--- config.mk ---
export PLATFORM = sky130hd
export DESIGN_NAME = note_sequencer
export DESIGN_NICKNAME = d
export VERILOG_FILES = /design/src/rtl/mypackage.sv /design/src/rtl/note_sequencer_debounce.sv /design/src/rtl/note_sequencer.sv
export SDC_FILE = /design/constraint.sdc
export NUM_CORES = 1
export LEC_CHECK = 0
export CORE_MARGIN = 5
export CORE_UTILIZATION = 40
export DETAILED_ROUTE_END_ITERATION = 8
export PLACE_DENSITY_LB_ADDON = 0.08
export RECOVER_POWER = 50
export SYNTH_ARGS = -nofsm -noshare
export SYNTH_HDL_FRONTEND = slang
export SYNTH_SLANG_ARGS = --single-unit
--- constraint.sdc ---
create_clock -name audio_clock -period 3.2 [get_ports audio_clock]
set_clock_uncertainty 0.15 [all_clocks]
set_input_delay 0.64 -clock audio_clock [delete_from_list [all_inputs] [get_ports audio_clock]]
set_output_delay 0.64 -clock audio_clock [all_outputs]
set_load 0.02 [all_outputs]
--- src/rtl/mypackage.sv ---
// Shared synth types and constants: oscillator frequency word, note table
// and the sequencer state encoding.
package mypackage;

    localparam int FREQUENCY_WIDTH           = 32;
    localparam int FREQUENCY_FRACTIONAL_BITS = 16;
    typedef logic [FREQUENCY_WIDTH-1:0] frequency;

    localparam int NOTE_COUNT = 8;
    localparam int NOTE_INDEX_WIDTH = $clog2(NOTE_COUNT);
    typedef logic [NOTE_INDEX_WIDTH-1:0] note_index;

    // A major scale, integer Hz
    localparam int NOTE_TABLE [NOTE_COUNT] = '{220, 247, 277, 294, 330, 370, 415, 440};

    typedef enum logic [1:0] {IDLE, GATE_ON, GATE_OFF} seq_state;

    function automatic frequency note_freq(input note_index idx);
        frequency hz;
        hz = frequency'(NOTE_TABLE[idx]);
        return hz << FREQUENCY_FRACTIONAL_BITS;
    endfunction

endpackage

--- src/rtl/note_sequencer_debounce.sv ---
// Two-flop synchroniser plus persistence-count debouncer for the active-low
// trigger button; pressed is the inverted, registered stable level.
module debounce #(
    parameter int DEBOUNCE_CYCLES = 1920
) (
    input  logic audio_clock,
    input  logic reset,
    input  logic key_n,
    output logic pressed
);

    localparam int COUNT_WIDTH = $clog2(DEBOUNCE_CYCLES + 1);

    logic                   sync_1;
    logic                   sync_2;
    logic                   stable;
    logic [COUNT_WIDTH-1:0] count;

    always_ff @(posedge audio_clock or posedge reset) begin
        if (reset) begin
            sync_1 <= 1'b1;
            sync_2 <= 1'b1;
            stable <= 1'b1;
            count  <= '0;
        end else begin
            sync_1 <= key_n;
            sync_2 <= sync_1;
            if (sync_2 == stable) begin
                count <= '0;
            end else if (count == COUNT_WIDTH'(DEBOUNCE_CYCLES - 1)) begin
                // level has differed for DEBOUNCE_CYCLES edges in a row
                stable <= ~stable;
                count  <= '0;
            end else begin
                count <= count + COUNT_WIDTH'(1);
            end
        end
    end

    assign pressed = ~stable;

endmodule

--- src/rtl/note_sequencer.sv ---
// Steps through the note table while the debounced key is held, driving the
// oscillator frequency word and a timed gate pulse for the envelope.
module note_sequencer
    import mypackage::*;
#(
    parameter int DEBOUNCE_CYCLES = 1920,
    parameter int STEP_CYCLES     = 38400,
    parameter int GATE_CYCLES     = 28800
) (
    input  logic      audio_clock,
    input  logic      reset,
    input  logic      key_n,
    output logic      gate,
    output frequency  freq,
    output note_index step,
    output logic      pressed,
    output seq_state  state
);

    if (GATE_CYCLES < 1 || GATE_CYCLES >= STEP_CYCLES) begin : g_bad_timing
        $error("note_sequencer: need 1 <= GATE_CYCLES < STEP_CYCLES");
    end

    localparam int TIMER_WIDTH = $clog2(STEP_CYCLES);

    logic                   pressed_prev;
    logic [TIMER_WIDTH-1:0] timer;

    seq_state               state_d;
    logic                   gate_d;
    frequency               freq_d;
    note_index              step_d;
    note_index              next_step;
    logic [TIMER_WIDTH-1:0] timer_d;

    debounce #(.DEBOUNCE_CYCLES(DEBOUNCE_CYCLES)) u_debounce (
        .audio_clock (audio_clock),
        .reset       (reset),
        .key_n       (key_n),
        .pressed     (pressed)
    );

    always_ff @(posedge audio_clock or posedge reset) begin
        if (reset) begin
            state        <= IDLE;
            gate         <= 1'b0;
            freq         <= '0;
            step         <= '0;
            timer        <= '0;
            pressed_prev <= 1'b0;
        end else begin
            state        <= state_d;
            gate         <= gate_d;
            freq         <= freq_d;
            step         <= step_d;
            timer        <= timer_d;
            pressed_prev <= pressed;
        end
    end

    // Release is tested before timer expiry so it always wins.
    always_comb begin
        state_d   = state;
        gate_d    = gate;
        freq_d    = freq;
        step_d    = step;
        next_step = step + note_index'(1);
        timer_d   = timer + TIMER_WIDTH'(1);
        case (state)
            IDLE: begin
                gate_d  = 1'b0;
                timer_d = timer;
                if (pressed && !pressed_prev) begin
                    state_d = GATE_ON;
                    step_d  = '0;
                    freq_d  = note_freq('0);
                    gate_d  = 1'b1;
                    timer_d = '0;
                end
            end
            GATE_ON: begin
                if (!pressed) begin
                    gate_d  = 1'b0;
                    state_d = IDLE;
                end else if (timer == TIMER_WIDTH'(GATE_CYCLES - 1)) begin
                    gate_d  = 1'b0;
                    state_d = GATE_OFF;
                end
            end
            GATE_OFF: begin
                if (!pressed) begin
                    state_d = IDLE;
                end else if (timer == TIMER_WIDTH'(STEP_CYCLES - 1)) begin
                    step_d  = next_step;
                    freq_d  = note_freq(next_step);
                    gate_d  = 1'b1;
                    timer_d = '0;
                    state_d = GATE_ON;
                end
            end
            default: begin
                gate_d  = 1'b0;
                state_d = IDLE;
            end
        endcase
    end

endmodule
==> impl_metrics.json, run 1 <==
{
  "slew_headroom_pct": 25.3,
  "die_h_um": 88.3,
  "power_density_mw_per_mm2": 387,
  "cts_tree": "built",
  "critical_path_class": "reg -> out",
  "async_reset_ff_share_pct": 100,
  "synth.avg_cell_area_um2": 9.85,
  "netlist_area_mm2": 0.00245,
  "min_path_type": "reg -> reg",
  "ir_drop_v": 0.000198,
  "yosysWarnings": 0,
  "min_path_cells": 0,
  "detailed_place_hpwl_um": 3260,
  "crit_path_start_kind": "flop",
  "cts_root_buffer": "clkbuf_8",
  "fmax_mhz": 416,
  "busiest_layer": "met2",
  "antenna_left": 0,
  "yosysSeqAreaShare_pct": 46.0,
  "slowest_delay_ns": 0.63,
  "place.gp.congestion": 0.707,
  "hold_viol": 0,
  "whs_ns": 0.209,
  "min_to": "u_debounce.sync_2",
  "fin_crit_sh_pct": 75.0,
  "grt_pass1_vias": 1678,
  "firstDrtPassIters": 4,
  "post_cts_buffers": 0,
  "cts_num_sinks": 45,
  "routed_via_density": 5.10,
  "reg2reg_to": "freq[19]",
  "timing.final.crit_period_ns": 2.40,
  "synth_edf_count": 0,
  "worst_ep_required_time_ns": 2.41,
  "clk_path_buf_depth": 2,
  "grt.total_usage_pct": 12.9,
  "fp.dieArea_mm2": 0.00780,
  "syn_inst": 249,
  "ff2ff_setup_slack_ns": 0.96,
  "cts_hold_buf": 0,
  "status": "finished, final reports clean",
  "wl_per_cell_um": 13.3,
  "tightest_slew_ns": 1.12,
  "diodes": 0,
  "fin_setup_tns_ns": 0,
  "drc": 0,
  "fp.dieW_um": 88.3,
  "cts_buffers": 5,
  "path_cells": "inv_1 > clkdlybuf4s50_1",
  "vias": 1745,
  "critPathSlowestCell": "dfstp_1",
  "drive_above_1_share_pct": 6.74,
  "cts.clk_slew.worst_paths_ns": 0.08,
  "dp_cells": 334,
  "max-cap-violations": 0,
  "r2r-start": "step[0]",
  "stdcell_count": 342,
  "setup_violations": 0,
  "fin_nets": 276,
  "use_met2_pct": 19.4,
  "end_kind": "output port",
  "met1_usage_pct": 17.8,
  "grt_pass1_wl_um": 7910,
  "min_from": "u_debounce.sync_1",
  "r2r_cells": 5,
  "worstSkewPairLatency_ns": 0.30,
  "rows": 28,
  "finalMaxSlewViolations": 0,
  "grt_antenna_before_repair": 0,
  "grt_max_degree": 46,
  "start_util_pct": 41.2,
  "p_leak_nw": 1.13,
  "gr-total-overflow": 0,
  "area_growth_syn_to_layout_pct": 10.1,
  "setup_slack_ns": 0.799,
  "dp_slack_ns": 0.960,
  "met3_usage_pct": 3.82,
  "ys_ff_latch": 45,
  "fillers": 581,
  "dr.first_iter.drc_count": 51,
  "io_pins": 42,
  "routed_wl_um": 4550,
  "rsz0062_at_grt": "no",
  "crit_path_max_fanout": 6,
  "port_buffers": 18,
  "post_cts_resized": 0,
  "synth_ff_type": "dfrtp_1",
  "htree_num_levels": 2,
  "core_area_mm2": 0.00596,
  "cp.arrival_ns": 1.61,
  "yosysUniqueCellTypes": 51
}
-- cell families (layout without fill, tap and decap cells) --
kind of cell | count (synthesis) | in the layout | synth area share (%)
AND/OR/NAND/NOR | 83 | 83 | 18.3
AO/OA/AOI/OAI | 47 | 47 | 12.6
flip-flops | 45 | 45 | 46.0
buffers and inverters | 45 | 41 | 11.3
XOR/XNOR | 16 | 16 | 5.71
adder cells (fa/ha/maj) | 8 | 8 | 3.98
multiplexers | 4 | 4 | 1.89
other | 1 | 23 | 0.153
-- flip-flops by register name (all words and copies together) (netlist names) --
signal and count:
state 2, u_debounce.count 11, pressed_prev 1, step 3
timer 16, freq 8, gate 1, u_debounce.sync_2 1
u_debounce.stable 1, u_debounce.sync_1 1
-- worst max-delay path: cells and delay by family (launching register included) --
kind / cells / cell delay, ns
buf+inv: 2 / 0.68
flops: 1 / 0.63
-- Yosys cell counts, types with 3 or more instances --
| library cell | number | share of area, % |
|---|---|---|
| nand3_1 | 10 | 2.0 |
| nand2_1 | 7 | 1.1 |
| o31ai_1 | 4 | 1.2 |
| clkbuf_1 | 3 | 0.46 |
| nand4_1 | 4 | 1.0 |
| dfstp_2 | 3 | 3.2 |
| inv_1 | 13 | 2.0 |
| nor3_1 | 4 | 0.82 |
| xnor2_1 | 7 | 2.5 |
| dfrtp_1 | 42 | 43 |
| or3_1 | 6 | 1.5 |
| xor2_1 | 9 | 3.2 |
| a21oi_1 | 11 | 2.2 |
| or4_1 | 5 | 1.5 |
| o22ai_1 | 5 | 1.3 |
| buf_4 | 24 | 7.3 |
| a2bb2oi_1 | 3 | 1.1 |
| ha_1 | 7 | 3.6 |
| o2111ai_1 | 4 | 1.4 |
| nor2_1 | 27 | 4.1 |
| buf_2 | 3 | 0.61 |
| o21ai_0 | 10 | 2.0 |
| and3_1 | 3 | 0.76 |
-- cells in the final DEF, fill, tap and decap left out, drive strengths merged, types with 3 or more instances in the layout --
cell	n
dfrtp	42
nor2	28
conb	23
clkdlybuf4s50	16
inv	12
o21ai	12
a21oi	11
nand3	10
xor2	9
nand2	7
xnor2	7
ha	7
clkbuf	7
or3	6
or4	5
o22ai	5
o2111ai	4
nand4	4
o31ai	4
nor3	4
and3	3
a2bb2oi	3
and2	3
dfstp	3
or2	3
-- worst max-delay path by stage --
stage / start / endpoint / slack [ns] / cells after the start
finish: u_debounce.stable / pressed / 0.80 / 2
global route: u_debounce.stable / pressed / 0.71 / 2
CTS: u_debounce.stable / pressed / 0.85 / 2
detailed placement: step[0] / freq[19] / 0.96 / 5
global placement: step[0] / freq[19] / 0.99 / 5
floorplan: step[0] / freq[19] / 1.04 / 5
-- stage by stage --
step / power (mW) / area (um^2) / utilization, %
after floorplan: 0.649 / 2540 / -
after CTS: 1.07 / 2700 / 45.4
final: 1.05 / 2700 / 45.4
after global placement: 0.636 / 2600 / 43.6
after detailed placement: 0.636 / 2600 / 43.6
after global routing: 1.10 / 2700 / 45.4
-- cell type report --
| class | count | area, um^2 | area share, % |
|---|---|---|---|
| Sequential cell | 45 | 1130 | 41.8 |
| Multi-Input combinational cell | 181 | 1130 | 41.8 |
| Timing Repair Buffer | 20 | 193 | 7.13 |
| Tap cell | 75 | 93.8 | 3.47 |
| Clock buffer | 6 | 72.6 | 2.69 |
| Inverter | 13 | 48.8 | 1.81 |
| Clock inverter | 2 | 35.0 | 1.30 |
-- routing by layer --
| layer | wire, um | vias to the layer above | share of wire, % |
|---|---|---|---|
| met2 | 1950 | 42 | 43 |
| met5 | 0 | - | 0 |
| met4 | 65 | 0 | 1.4 |
| li1 | - | 862 | - |
| met1 | 2210 | 836 | 49 |
| met3 | 319 | 5 | 7.0 |
-- power breakdown --
| part | internal [mW] | total [mW] | switching (mW) |
|---|---|---|---|
| registers | 0.573 | 0.577 | 0.00356 |
| logic | 0.00570 | 0.0464 | 0.0407 |
| clock network | 0.232 | 0.422 | 0.190 |
(Power assumes the default switching activity.)
==> run 2: changes to the inputs <==
==> constraint.sdc (replaced) <==
create_clock -name audio_clock -period 2.1 [get_ports audio_clock]
set_clock_uncertainty 0.15 [all_clocks]
set_input_delay 0.42 -clock audio_clock [delete_from_list [all_inputs] [get_ports audio_clock]]
set_output_delay 0.42 -clock audio_clock [all_outputs]
set_load 0.02 [all_outputs]
==> impl_metrics.json, run 2 (synthesis results as in run 1) <==
{
  "status": "finished, final reports clean",
  "path_cells": "buf_4 > clkdlybuf4s50_1",
  "area_growth_syn_to_layout_pct": 13.6,
  "slowest_delay_ns": 0.62,
  "cts.clk_slew.worst_paths_ns": 0.09,
  "diodes": 0,
  "grt_antenna_before_repair": 0,
  "crit_path_max_fanout": 6,
  "pwr-share-seq_pct": 57.9,
  "port_buffers": 18,
  "p_leak_nw": 1.18,
  "vias": 1789,
  "cts_buffers": 5,
  "top_regs": "timer: 16 flops, u_debounce.count: 11 flops, freq: 8 flops",
  "grt_max_degree": 36,
  "cts_num_sinks": 45,
  "r2r_cells": 5,
  "power_density_mw_per_mm2": 545,
  "detailed_place_hpwl_um": 3660,
  "min_path_type": "reg -> reg",
  "use_met2_pct": 22.8,
  "grt_pass1_vias": 1699,
  "drive_above_1_share_pct": 11.2,
  "clkPwrFrac_pct": 37.2,
  "wl_per_cell_um": 14.1,
  "antenna_left": 0,
  "power_frac_comb_pct": 4.9,
  "fin_crit_sh_pct": 96.6,
  "critical_path_class": "reg -> out",
  "die_h_um": 88.3,
  "core_area_mm2": 0.00596,
  "max-cap-violations": 0,
  "worst_ep_required_time_ns": 1.53,
  "postPlaceCellArea_mm2": 0.00269,
  "setup_slack_ns": 0.0710,
  "cp.arrival_ns": 1.46,
  "end_kind": "output port",
  "drc": 0,
  "fmax_mhz": 493,
  "internal-power_mw": 1.15,
  "routed_wl_um": 4970,
  "ff2ff_setup_slack_ns": 0.13,
  "routed_via_density": 5.07,
  "met3_usage_pct": 3.72,
  "io_pins": 42,
  "grt_pass1_wl_um": 8070,
  "regMostFlops": "timer",
  "fp.dieW_um": 88.3,
  "firstDrtPassIters": 6,
  "ir_drop_v": 0.000256,
  "grt.total_usage_pct": 13.4,
  "cts_root_buffer": "clkbuf_8",
  "rsz0062_at_grt": "no",
  "htree_num_levels": 2,
  "cts_tree": "built",
  "clk_path_buf_depth": 2,
  "setup_violations": 0,
  "place.gp.congestion": 0.759,
  "largest_register_ffs": 16,
  "dp_slack_ns": 0.117,
  "timing.final.crit_period_ns": 2.03,
  "fp.dieArea_mm2": 0.00780,
  "critPathSlowestCell": "clkdlybuf4s50_1",
  "fin_nets": 287,
  "postLayoutCellArea_mm2": 0.00279,
  "cp-startpoint": "state[0]",
  "dr.first_iter.drc_count": 53,
  "finalMaxSlewViolations": 0,
  "start_util_pct": 41.2,
  "rows": 28,
  "min_from": "u_debounce.sync_1",
  "crit_path_start_kind": "flop",
  "endpoint": "state[0]",
  "switchingPower_mw": 0.364,
  "busiest_layer": "met2",
  "hold_viol": 0,
  "final_cell_mix": "dfrtp_1 (41), nor2_1 (27), conb_1 (23)",
  "fin_setup_tns_ns": 0,
  "r2r-start": "step[0]",
  "reg2reg_to": "freq[19]",
  "worstSkewPairLatency_ns": 0.30,
  "layout_commonest_cell": "dfrtp_1",
  "p_sw_share_pct": 24.0,
  "gr-total-overflow": 0,
  "met1_usage_pct": 16.6
}
-- run 2: layout make-up --
cell class,instances,area [um^2]
inverter,13,48.8
multi-input combinational,181,1140
fill,601,3170
timing repair buffer,31,287
clock buffer,8,90.1
tap,75,93.8
sequential,45,1130
-- run 2: critical path: cells and delay by family (launching register included) --
family                 cells  cell delay [ns]
flip-flops                 1             0.37
buffers and inverters      2             0.78
-- run 2: metal layers --
metal	wire length [um]	up-vias
met3	217	4
li1	-	888
met5	0	-
met2	2460	34
met1	2240	863
met4	54	0
-- run 2: worst min path at each step --
stage               cells after the start                  end  slack (ns)
finish                                  0    u_debounce.sync_2        0.21
global route                            0    u_debounce.sync_2        0.22
CTS                                     2  u_debounce.count[0]        0.21
detailed placement                      0    u_debounce.sync_2        0.20
global placement                        0    u_debounce.sync_2        0.20
floorplan                               0    u_debounce.sync_2        0.20
-- run 2: power by group through the flow --
stage / Sequential, mW / Combinational [mW] / Clock (mW)
finish: 0.879 / 0.0742 / 0.566
global route: 0.880 / 0.0846 / 0.623
CTS: 0.880 / 0.0764 / 0.587
detailed placement: 0.897 / 0.0765 / 0
global placement: 0.896 / 0.0765 / 0
floorplan: 0.895 / 0.0933 / 0
-- run 2: per-stage QoR --
| stage | util [%] | total power [mW] | hold WS (ns) | cells |
|---|---|---|---|---|
| floorplan | - | 0.989 | 0.195 | 271 |
| global placement | 45.2 | 0.973 | 0.197 | 344 |
| detailed placement | 45.2 | 0.973 | 0.199 | 344 |
| CTS | 46.7 | 1.54 | 0.211 | 352 |
| global route | 46.8 | 1.59 | 0.218 | 353 |
| finish | 46.8 | 1.52 | 0.209 | 353 |
-- run 2: timing repair --
item	4_1_cts	5_1_grt
endpoints found under the setup margin	1	6
gates resized for setup	1	3
hold buffers	0	0
pin swaps	0	1
buffers inserted	0	1
==> run 3: changes to the inputs <==
--- a/config.mk
+++ b/config.mk
@@ -5,7 +5,7 @@
 export SDC_FILE = /design/constraint.sdc
 export NUM_CORES = 1
 export LEC_CHECK = 0
-export CORE_MARGIN = 5
+export CORE_MARGIN = 1.5
 export CORE_UTILIZATION = 40
 export DETAILED_ROUTE_END_ITERATION = 8
 export PLACE_DENSITY_LB_ADDON = 0.08
==> impl_metrics.json, run 3 (synthesis results as in run 1) <==
{
  "critPathSlowestCell": "clkdlybuf4s50_1",
  "wl_per_cell_um": 13.3,
  "finalMaxSlewViolations": 0,
  "setup_violations": 0,
  "cp-startpoint": "state[1]",
  "critical_path_class": "reg -> out",
  "firstDrtPassIters": 4,
  "cp_num_buf_inv": 2,
  "largest_register_ffs": 16,
  "ir_drop_v": 0.000229,
  "start_util_pct": 41.4,
  "slowest_delay_ns": 0.60,
  "drc": 0,
  "cts.clk_slew.worst_paths_ns": 0.09,
  "crit_cells": 2,
  "rows": 28,
  "endpoint": "state[1]",
  "status": "finished, final reports clean",
  "end_kind": "output port",
  "regMostFlops": "timer",
  "hold_viol": 0,
  "port_buffers": 18,
  "postPlaceCellArea_mm2": 0.00270,
  "top_regs": "timer: 16 flops, u_debounce.count: 11 flops, freq: 8 flops",
  "p_leak_nw": 1.17,
  "final_cell_mix": "dfrtp_1 (41), nor2_1 (27), conb_1 (23)",
  "pwr-share-seq_pct": 58.3,
  "grt_pass1_vias": 1640,
  "drive_above_1_share_pct": 11.2,
  "detailed_place_hpwl_um": 3470,
  "io_pins": 42,
  "fp.dieArea_mm2": 0.00661,
  "gr-total-overflow": 0,
  "p_sw_share_pct": 23.7,
  "place.gp.congestion": 0.778,
  "diodes": 0,
  "routed_wl_um": 4690,
  "layout_commonest_cell": "dfrtp_1",
  "vias": 1785,
  "clkPwrFrac_pct": 37.0,
  "path_cells": "buf_4 > clkdlybuf4s50_1",
  "fin_crit_sh_pct": 97.2,
  "dr.first_iter.drc_count": 79,
  "area_growth_syn_to_layout_pct": 13.3,
  "worstSkewPairLatency_ns": 0.29,
  "max-cap-violations": 0,
  "fin_nets": 286,
  "post_cts_buffers": 0,
  "dp_slack_ns": 0.125,
  "switchingPower_mw": 0.358,
  "fmax_mhz": 490,
  "internal-power_mw": 1.15,
  "worst_ep_required_time_ns": 1.53,
  "ff2ff_setup_slack_ns": 0.13,
  "crit_path_start_kind": "flop",
  "cp.arrival_ns": 1.47,
  "cts_buffers": 5,
  "postLayoutCellArea_mm2": 0.00278,
  "core_area_mm2": 0.00592,
  "crit_path_max_fanout": 5,
  "clk_path_buf_depth": 2,
  "grt_antenna_before_repair": 0,
  "setup_slack_ns": 0.0581,
  "power_frac_comb_pct": 4.7,
  "die_h_um": 81.3,
  "grt.total_usage_pct": 16.0,
  "r2r-start": "step[0]",
  "fin_setup_tns_ns": 0,
  "grt_max_degree": 25,
  "cp_top_family": "buffers and inverters",
  "antenna_left": 0,
  "stdcell_count": 352,
  "cts_root_buffer": "clkbuf_8",
  "fp.dieW_um": 81.3,
  "min_from": "u_debounce.sync_1",
  "dp_cells": 344,
  "tightest_slew_ns": 0.574,
  "cts_tree": "built",
  "grt_pass1_wl_um": 8020,
  "r2r_cells": 5,
  "slew_headroom_pct": 61.7,
  "final_util_pct": 47.0,
  "rsz0062_at_grt": "no",
  "power_density_mw_per_mm2": 543,
  "reg2reg_to": "freq[19]",
  "htree_num_levels": 2,
  "cts_num_sinks": 45,
  "min_path_type": "reg -> reg",
  "routed_via_density": 5.07,
  "timing.final.crit_period_ns": 2.04
}
-- run 3: cell types whose count changed in the layout (fill, tap and decap cells not counted) --
cell	change
buf_6	-1
buf_4	-2
clkdlybuf4s50_1	+1
clkbuf_1	-2
clkbuf_2	+2
clkinvlp_4	+1
-- run 3: worst min-delay path by stage --
| stage | slack, ns | endpoint | depth (start not counted) |
|---|---|---|---|
| final | 0.22 | u_debounce.sync_2 | 0 |
| after global routing | 0.23 | u_debounce.sync_2 | 0 |
| after CTS | 0.22 | u_debounce.sync_2 | 0 |
| after detailed placement | 0.21 | u_debounce.sync_2 | 0 |
| after global placement | 0.20 | u_debounce.sync_2 | 0 |
| after floorplan | 0.20 | u_debounce.sync_2 | 0 |
-- run 3: metal layers --
metal | share of wire [%] | GRT usage (%)
met5 | 0 | 0
met4 | 1.2 | 5.17
met3 | 3.5 | 3.48
met2 | 44 | 24.3
met1 | 51 | 22.6
-- run 3: stage by stage --
step | hold WS [ns] | power, mW
final | 0.215 | 1.51
after CTS | 0.219 | 1.54
after detailed placement | 0.206 | 0.975
after global placement | 0.205 | 0.975
after floorplan | 0.195 | 0.989
after global routing | 0.226 | 1.58
-- run 3: timing repair --
| action | in CTS | in global routing |
|---|---|---|
| gates resized for setup | 1 | 1 |
| hold buffers | 0 | 0 |
| endpoints found under the hold margin | 0 | 0 |
| endpoints found under the setup margin | 1 | 1 |
-- run 3: cell type report --
type / instances / area [um^2]
clock buffers: 7 / 86.3
clock inverters: 1 / 7.51
repair buffers: 30 / 277
fillers: 578 / 3140
inverters: 13 / 48.8
flip-flops and latches: 45 / 1130
multi-input cells: 181 / 1140
well taps: 75 / 93.8
-- run 3: power groups by stage --
stage          Sequential [mW]  Clock (mW)  Combinational, mW
5_1_grt                  0.881       0.613             0.0839
3_3_place_gp             0.897           0             0.0780
4_1_cts                  0.880       0.583             0.0784
3_5_place_dp             0.897           0             0.0782
2_1_floorplan            0.895           0             0.0933
6_report                 0.880       0.558             0.0711
-- run 3: worst register-to-register path: cells and delay by family (launching register included) --
family / cells / cell delay (ns)
and+or+nand+nor: 1 / 0.44
muxes: 1 / 0.26
xor gates and xnor gates: 1 / 0.20
adders and majority gates: 1 / 0.29
AOI/OAI and AO/OA: 1 / 0.10
DFF: 1 / 0.43
